**src/rtl/scarv_cop_common.sv**
```systemverilog
//============================================================================
// scarv_cop_common - shared FSM encodings and port indices. Rev 1.0
//============================================================================
`default_nettype none

package scarv_cop_common;

  typedef enum logic [0:0] {
    ARB_IDLE = 1'b0,
    ARB_BUSY = 1'b1
  } arb_state_t;

  localparam logic HOST = 1'b0;
  localparam logic COP  = 1'b1;

  // A zero timeout still needs a 1-bit counter to keep the vector legal.
  function automatic int unsigned tmo_cnt_width(input int unsigned tmo);
    return (tmo == 0) ? 1 : $clog2(tmo + 1);
  endfunction

endpackage

`default_nettype wire

```
**src/rtl/scarv_rr_pick2.sv**
```systemverilog
//============================================================================
// scarv_rr_pick2 - two-requester round-robin pick. Rev 1.0
//============================================================================
`default_nettype none

module scarv_rr_pick2 (
  input  logic [1:0] req,
  input  logic       last,
  output logic       gnt
);

  always_comb begin
    gnt = 1'b0;
    if (req == 2'b11) begin
      gnt = ~last;
    end else begin
      gnt = req[1];
    end
  end

endmodule

`default_nettype wire

```
**src/rtl/scarv_mem_arbiter.sv**
```systemverilog
//============================================================================
// scarv_mem_arbiter - host/coprocessor arbiter onto one memory bus. Rev 1.0
//============================================================================
`default_nettype none

module scarv_mem_arbiter
  import scarv_cop_common::*;
#(
  parameter int unsigned TMO_CYCLES = 64
) (
  input  logic        g_clk,
  input  logic        g_reset,

  input  logic        host_mem_cen,
  input  logic        host_mem_wen,
  input  logic [31:0] host_mem_addr,
  input  logic [31:0] host_mem_wdata,
  input  logic [3:0]  host_mem_ben,
  output logic [31:0] host_mem_rdata,
  output logic        host_mem_stall,
  output logic        host_mem_error,

  input  logic        cop_mem_cen,
  input  logic        cop_mem_wen,
  input  logic [31:0] cop_mem_addr,
  input  logic [31:0] cop_mem_wdata,
  input  logic [3:0]  cop_mem_ben,
  output logic [31:0] cop_mem_rdata,
  output logic        cop_mem_stall,
  output logic        cop_mem_error,

  output logic        mem_cen,
  output logic        mem_wen,
  output logic [31:0] mem_addr,
  output logic [31:0] mem_wdata,
  output logic [3:0]  mem_ben,
  input  logic [31:0] mem_rdata,
  input  logic        mem_stall,
  input  logic        mem_error,

  output logic        arb_timeout
);

  localparam int unsigned      CNT_W    = tmo_cnt_width(TMO_CYCLES);
  localparam logic [CNT_W-1:0] TMO_LAST = CNT_W'((TMO_CYCLES == 0) ? 0 : TMO_CYCLES - 1);

  arb_state_t       r_state;
  logic             r_gnt;
  logic             r_lgnt;
  logic [CNT_W-1:0] r_cnt;

  logic        w_pick;
  logic        w_any;
  logic        w_busy;
  logic        w_sel;
  logic        w_cmpl;
  logic        w_tmo;
  logic        w_done;
  logic        w_sel_cen;
  logic        w_sel_wen;
  logic [31:0] w_sel_addr;
  logic [31:0] w_sel_wdata;
  logic [3:0]  w_sel_ben;

  scarv_rr_pick2 u_pick (
    .req  ({cop_mem_cen, host_mem_cen}),
    .last (r_lgnt),
    .gnt  (w_pick)
  );

  assign w_any  = host_mem_cen | cop_mem_cen;
  assign w_busy = (r_state == ARB_BUSY);
  assign w_sel  = w_busy ? r_gnt : w_pick;

  assign w_sel_cen   = (w_sel == COP) ? cop_mem_cen   : host_mem_cen;
  assign w_sel_wen   = (w_sel == COP) ? cop_mem_wen   : host_mem_wen;
  assign w_sel_addr  = (w_sel == COP) ? cop_mem_addr  : host_mem_addr;
  assign w_sel_wdata = (w_sel == COP) ? cop_mem_wdata : host_mem_wdata;
  assign w_sel_ben   = (w_sel == COP) ? cop_mem_ben   : host_mem_ben;

  // A real completion in the same cycle wins over the timeout.
  assign w_cmpl = w_busy & ~mem_stall;
  assign w_tmo  = (TMO_CYCLES != 0) & w_busy & mem_stall & (r_cnt == TMO_LAST);
  assign w_done = w_cmpl | w_tmo;

  always_comb begin
    mem_cen        = 1'b0;
    mem_wen        = 1'b0;
    mem_addr       = 32'h0;
    mem_wdata      = 32'h0;
    mem_ben        = 4'h0;
    host_mem_stall = 1'b1;
    host_mem_rdata = 32'h0;
    host_mem_error = 1'b0;
    cop_mem_stall  = 1'b1;
    cop_mem_rdata  = 32'h0;
    cop_mem_error  = 1'b0;
    arb_timeout    = 1'b0;
    if (!g_reset && (w_busy || w_any)) begin
      mem_cen   = w_sel_cen & ~w_done;
      mem_wen   = w_sel_wen;
      mem_addr  = w_sel_addr;
      mem_wdata = w_sel_wdata;
      mem_ben   = w_sel_ben;
      if (w_busy) begin
        arb_timeout = w_tmo;
        if (r_gnt == COP) begin
          cop_mem_stall  = ~w_done;
          cop_mem_rdata  = w_cmpl ? mem_rdata : 32'h0;
          cop_mem_error  = w_cmpl ? mem_error : w_tmo;
        end else begin
          host_mem_stall = ~w_done;
          host_mem_rdata = w_cmpl ? mem_rdata : 32'h0;
          host_mem_error = w_cmpl ? mem_error : w_tmo;
        end
      end
    end
  end

  always_ff @(posedge g_clk) begin
    if (g_reset) begin
      r_state <= ARB_IDLE;
      r_gnt   <= HOST;
      r_lgnt  <= COP;
      r_cnt   <= '0;
    end else begin
      case (r_state)
        ARB_IDLE: begin
          if (w_any) begin
            r_state <= ARB_BUSY;
            r_gnt   <= w_pick;
            r_lgnt  <= w_pick;
            r_cnt   <= '0;
          end
        end
        ARB_BUSY: begin
          if (w_done) begin
            r_state <= ARB_IDLE;
          end else begin
            r_cnt <= r_cnt + CNT_W'(1);
          end
        end
        default: r_state <= ARB_IDLE;
      endcase
    end
  end

endmodule

`default_nettype wire
```
**config.mk**
```make
export PLATFORM = sky130hd
export DESIGN_NAME = scarv_mem_arbiter
export DESIGN_NICKNAME = d
export VERILOG_FILES = /design/src/rtl/scarv_cop_common.sv /design/src/rtl/scarv_rr_pick2.sv /design/src/rtl/scarv_mem_arbiter.sv
export SDC_FILE = /design/constraint.sdc
export NUM_CORES = 1
export LEC_CHECK = 0
export ABC_AREA = 1
export BUFFER_PORTS_ARGS = -buffer_cell sky130_fd_sc_hd__clkbuf_2
export CAP_MARGIN = 20
export CORE_AREA = 2 2 121 123
export CTS_BUF_LIST = sky130_fd_sc_hd__clkbuf_16
export DETAILED_ROUTE_END_ITERATION = 10
export DIE_AREA = 0 0 123 125
export HOLD_SLACK_MARGIN = 0.02
export MAX_ROUTING_LAYER = met4
export PLACE_DENSITY = 0.44
export SLEW_MARGIN = 20
export SYNTH_ARGS = -nofsm -noshare
export SYNTH_HDL_FRONTEND = slang
export SYNTH_HIERARCHICAL = 1
export SYNTH_SLANG_ARGS = --single-unit
```
**constraint.sdc**
```tcl
create_clock -name g_clk -period 1.9 [get_ports g_clk]
set_clock_uncertainty 0.05 [all_clocks]
set_input_delay 0.095 -clock g_clk [delete_from_list [all_inputs] [get_ports g_clk]]
set_output_delay 0.095 -clock g_clk [all_outputs]
set_load 0.005 [all_outputs]
```
Yosys cells after proc, flatten, opt, wreduce, memory -nomap -nowiden:

Cells that the tools add are included.

* register bits: 10
* input port bits: 176
* output and inout port bits: 139
* logic and storage cells: 64

* $add $sub $neg: 1
* eq/ne operators: 4
* mux-type cells: 40
* bitwise operators: 10
* reductions and logical operators: 5

Operators with widths (number)
* 32-bit two-way mux: 11
* 1-bit two-way mux: 23
* 7-bit two-way mux: 2
* 7-bit case mux with 2 select lines: 1
* 4-bit two-way mux: 2
* 7-bit by 1-bit adder with 7-bit output, second input constant: 1
* 7-bit by 6-bit equality test with 1-bit output, second input constant: 1
* 1-bit bitwise AND: 4
* 2-bit != test, second input constant: 2
* 1-bit NOT: 4
* 2-bit AND reduction: 2
* 2-bit equality test, second input constant: 1
* 1-bit bitwise OR: 2
* 1-bit case mux with 2 select lines: 1
* 1-bit logical AND: 1
* 1-bit logical NOT: 1
* 1-bit logical OR: 1

Logic depth before layout (Yosys ltp):

* word-level depth: 7
* depth in mapped cells: 9
* depth with buffers taken out: 9

Cells and area by module:

The synthesis kept the hierarchy.

By module, submodules not included
* scarv_mem_arbiter: times used 1, cells each 427, area an instance 1948.1 um^2, seq. area each 200.2 um^2
* scarv_rr_pick2: times used 1, cells each 2, area an instance 12.5 um^2, seq. area each 0.0 um^2

Worst setup path before layout:

Ideal clock, no wire load.

* path type: flip-flop to flip-flop
* start: register r_cnt[0]
* end: register r_cnt[2]
* library setup time: 0.114 ns
* data arrival time: 1.272 ns
* path slack: 0.465 ns
* stages on the path, launching flop included: 9
* path buffers: 0
* clock period less this slack: 1.435 ns
* cell sequence: dfxtp_1 > ha_1 > nand2_1 > nor2_1 > nand2_1 > nand2_1 > nand2_2 > a21oi_1 > nor2_1

* cells in the longest elaborated chain, start to end: 5
* elaborated cells on any way between the ends: 8

Ends and longest elaborated chain
* start: declaration: line scarv_mem_arbiter.sv:50 `logic [CNT_W-1:0] r_cnt;`
* start signal: assignment: line scarv_mem_arbiter.sv:140 `r_cnt <= r_cnt + CNT_W'(1);`
* branches (longest 5 deep; another with 7-bit by 1-bit adder with 7-bit output)

Several ways; the timed one is not identified. The select of a mux whose other input is x is not followed.
A chain may end at the register's enable or synchronous reset.

Worst setup path after layout:

* start: register r_cnt[0]
* end: output port host_mem_error

* cells in the longest elaborated chain, start to end: 6

Ends and longest elaborated chain
* 7-bit by 6-bit equality test with 1-bit output: line scarv_mem_arbiter.sv:83 `assign w_tmo = (TMO_CYCLES != 0) & w_busy & mem_stall & (r_cnt == TMO_LAST);`
* 1-bit bitwise AND: line scarv_mem_arbiter.sv:83
* 1-bit two-way mux: line scarv_mem_arbiter.sv:114 `host_mem_error = w_cmpl ? mem_error : w_tmo;`
* 1-bit two-way mux: line scarv_mem_arbiter.sv:107 `if (r_gnt == COP) begin`
* 1-bit two-way mux: line scarv_mem_arbiter.sv:105 `if (w_busy) begin`
* 1-bit two-way mux: line scarv_mem_arbiter.sv:99 `if (!g_reset && (w_busy || w_any)) begin`
* end: declaration: line scarv_mem_arbiter.sv:21 `output logic host_mem_error,`

No other way between the ends.

==> impl_metrics.ini <==
[hold_path]
min_path_type = input pin to register

[sta]
worstMarginPinSlew_ns = 0.336
max_slew_margin_pct = 77.6
max_freq_ghz = 0.577
setup_viol = 0
drv_slew = 0
min_period_ns = 1.73
hold_viol_final = 0
rsz0062_at_grt = no
period_share_pct = 91.1
fin_tns_setup_ns = 0

[logic_synthesis]
yosysUniqueCellTypes = 19
synthTopCellsByArea = nand2_1 (38%), a21oi_1 (20%), nor2_1 (15%), dfxtp_1 (10%), buf_2 (3.8%)
netlist_instances = 429
synth_top_area_share_pct = 38.3
yosysSeqAreaShare_pct = 10.2
syn_avg_cell_area_sq_um = 4.57
syn-cell-area_sq_um = 1960
synth_nets = 606
yosysWarnings = 6
synth_top_area_cell = nand2_1
yosys_register_bits = 10

[floorplan]
start_util_pct = 13.8
dieArea_sq_um = 15400
std_cell_rows = 44
core-area_sq_um = 14200
die_w_um = 123
pin_count = 315
die_h_um = 125

[detailed_routing]
drtIter0Drc = 168
first_pass_iters = 4
antenna_left = 0
post_drt_wl_per_cell_um = 12.4
wl_um = 11300
post-route-drc-count = 0
viasPerCell = 4.01
routed-via-count = 3660

[final_layout]
final_cell_mix = clkbuf_2 (313), nand2_1 (199), a21oi_1 (78), nor2_1 (75), inv_1 (13)
fin_cells = 912
drive_gt1_share_pct = 46.7
fillers = 1672
final_common_cell = clkbuf_2
synthToLayoutAreaGrowth_pct = 98.4
antenna_cells = 0
layout.area.seq_sq_um = 204
finalNetCount = 907
multi_input_area_sq_um = 1570

[clocking]
cts.clk_slew.worst_paths_ns = 0.04
hold_buffers = 0
cts_made_buffers = 3
cts-root-buf = clkbuf_16
h-tree-depth = 1
cts_sinks = 10
clk_latency_ns = 0.24
clockBufferDepth = 2
cts_tree = yes

[global_routing]
grt_pass1_vias = 3183
grt_pass1_wl_um = 15700
track_usage_pct = 12.8
grt-ovfl-total = 0
antenna_found_initial = 0
grt_start_max_net_pins = 72

[placed_design]
hpwlAfterDp_um = 8750
place_congestion = 0.794
io_buffers = 314
dp.cells = 907

[worst_setup_path]
cp_slowest_cell = dfxtp_1
worstPathRequired_ns = 1.75
path_cells = ha_1, nand2_1, nor2_4, nand3_1, nand2_2, nand3_1, nor2_1, clkbuf_2
cp.arrival_ns = 1.59
critPathMostFrequentCell = nand3_1
critPathLaunchType = register
path_max_fanout = 4
worst-setup-path-type = register to output pin
path_delay_family = simple AND/OR/NAND/NOR gates
rrSetupSlack_ns = 0.33
crit_buf_inv = 1
slowest_delay_ns = 0.36
crit_path_end_kind = output pin

[power]
powerDensity_nw_per_um2 = 368
ir_drop_v = 0.000496
p_leak_nw = 2.25

[run]
maxCapViolCount = 0

[status]
status = finished clean
state kept, by name, summed over array words and instances (netlist names):
name     cells
r_cnt        7
r_state      1
r_gnt        1
r_lgnt       1
Yosys cell counts, drive strengths merged:
library cell	n
a21oi	79
nor3	2
nand3	9
buf	21
inv	16
o21ai	1
dfxtp	10
ha	1
a31oi	2
clkbuf	9
nor2	77
nand2	202
stage by stage:
stage | utilization, % | area, sq um | hold slack, ns | setup WS [ns] | power, mW
detailed placement | 26.3 | 3740 | 0.342 | 0.243 | 1.03
floorplan | - | 1960 | 0.114 | 0.465 | 0.613
finish | 27.4 | 3890 | 0.0890 | 0.168 | 1.43
global placement | 26.3 | 3740 | 0.351 | 0.235 | 1.04
CTS | 26.9 | 3820 | 0.0909 | 0.00457 | 1.41
global route | 27.4 | 3890 | 0.123 | 0.00211 | 1.56
where the power goes:
group | switching (mW) | internal (mW)
Clock | 0.103 | 0.273
Combinational | 0.452 | 0.377
Sequential | 0.00811 | 0.218
worst register-to-register path: stages, from the launching register on:
cell	delay [ns]
dfxtp_1	0.36
ha_1	0.20
nand2_1	0.11
nor2_4	0.12
nand2_1	0.08
nand2_1	0.16
nand2_2	0.16
a21oi_1	0.16
nor2_1	0.05
logic make-up (layout without fill, tap and decap cells):
family          count (synthesis)  after routing  synth area share (%)
buf+inv                        46            345                  10.5
flops                          10             10                  10.2
compound gates                 82             82                  22.0
fa+ha+maj                       1              1                 0.638
simple gates                  290            290                  56.6
metal layers:
metal	up-vias	global-route usage (%)	wire (um)
li1	1940	-	-
met2	141	23.6	5770
met4	0	1.74	128
met5	-	-	0
met3	13	1.51	719
met1	1566	15.1	4700
worst paths after layout:
check / start / end / depth (start not counted)
setup / recovery: r_cnt[0]$_SDFFE_PP0P_ / host_mem_error / 8
hold / removal: g_reset / r_state$_SDFF_PP0_ / 2
setup reg to reg: r_cnt[0]$_SDFFE_PP0P_ / r_cnt[2]$_SDFFE_PP0P_ / 8
hold reg to reg: r_cnt[6]$_SDFFE_PP0P_ / r_cnt[6]$_SDFFE_PP0P_ / 2
what timing repair did:
item                       CTS  global route
resized for setup            0            10
buffers inserted             0             0
setup endpoints to repair    0            69
layout make-up:
class | count | share of cell area [%]
well taps | 184 | 5.92
multi-input cells | 373 | 40.3
flip-flops and latches | 10 | 5.24
inverters | 16 | 1.67
repair buffers | 326 | 44.9
clock buffers | 3 | 1.93
(Power assumes the default switching activity.)
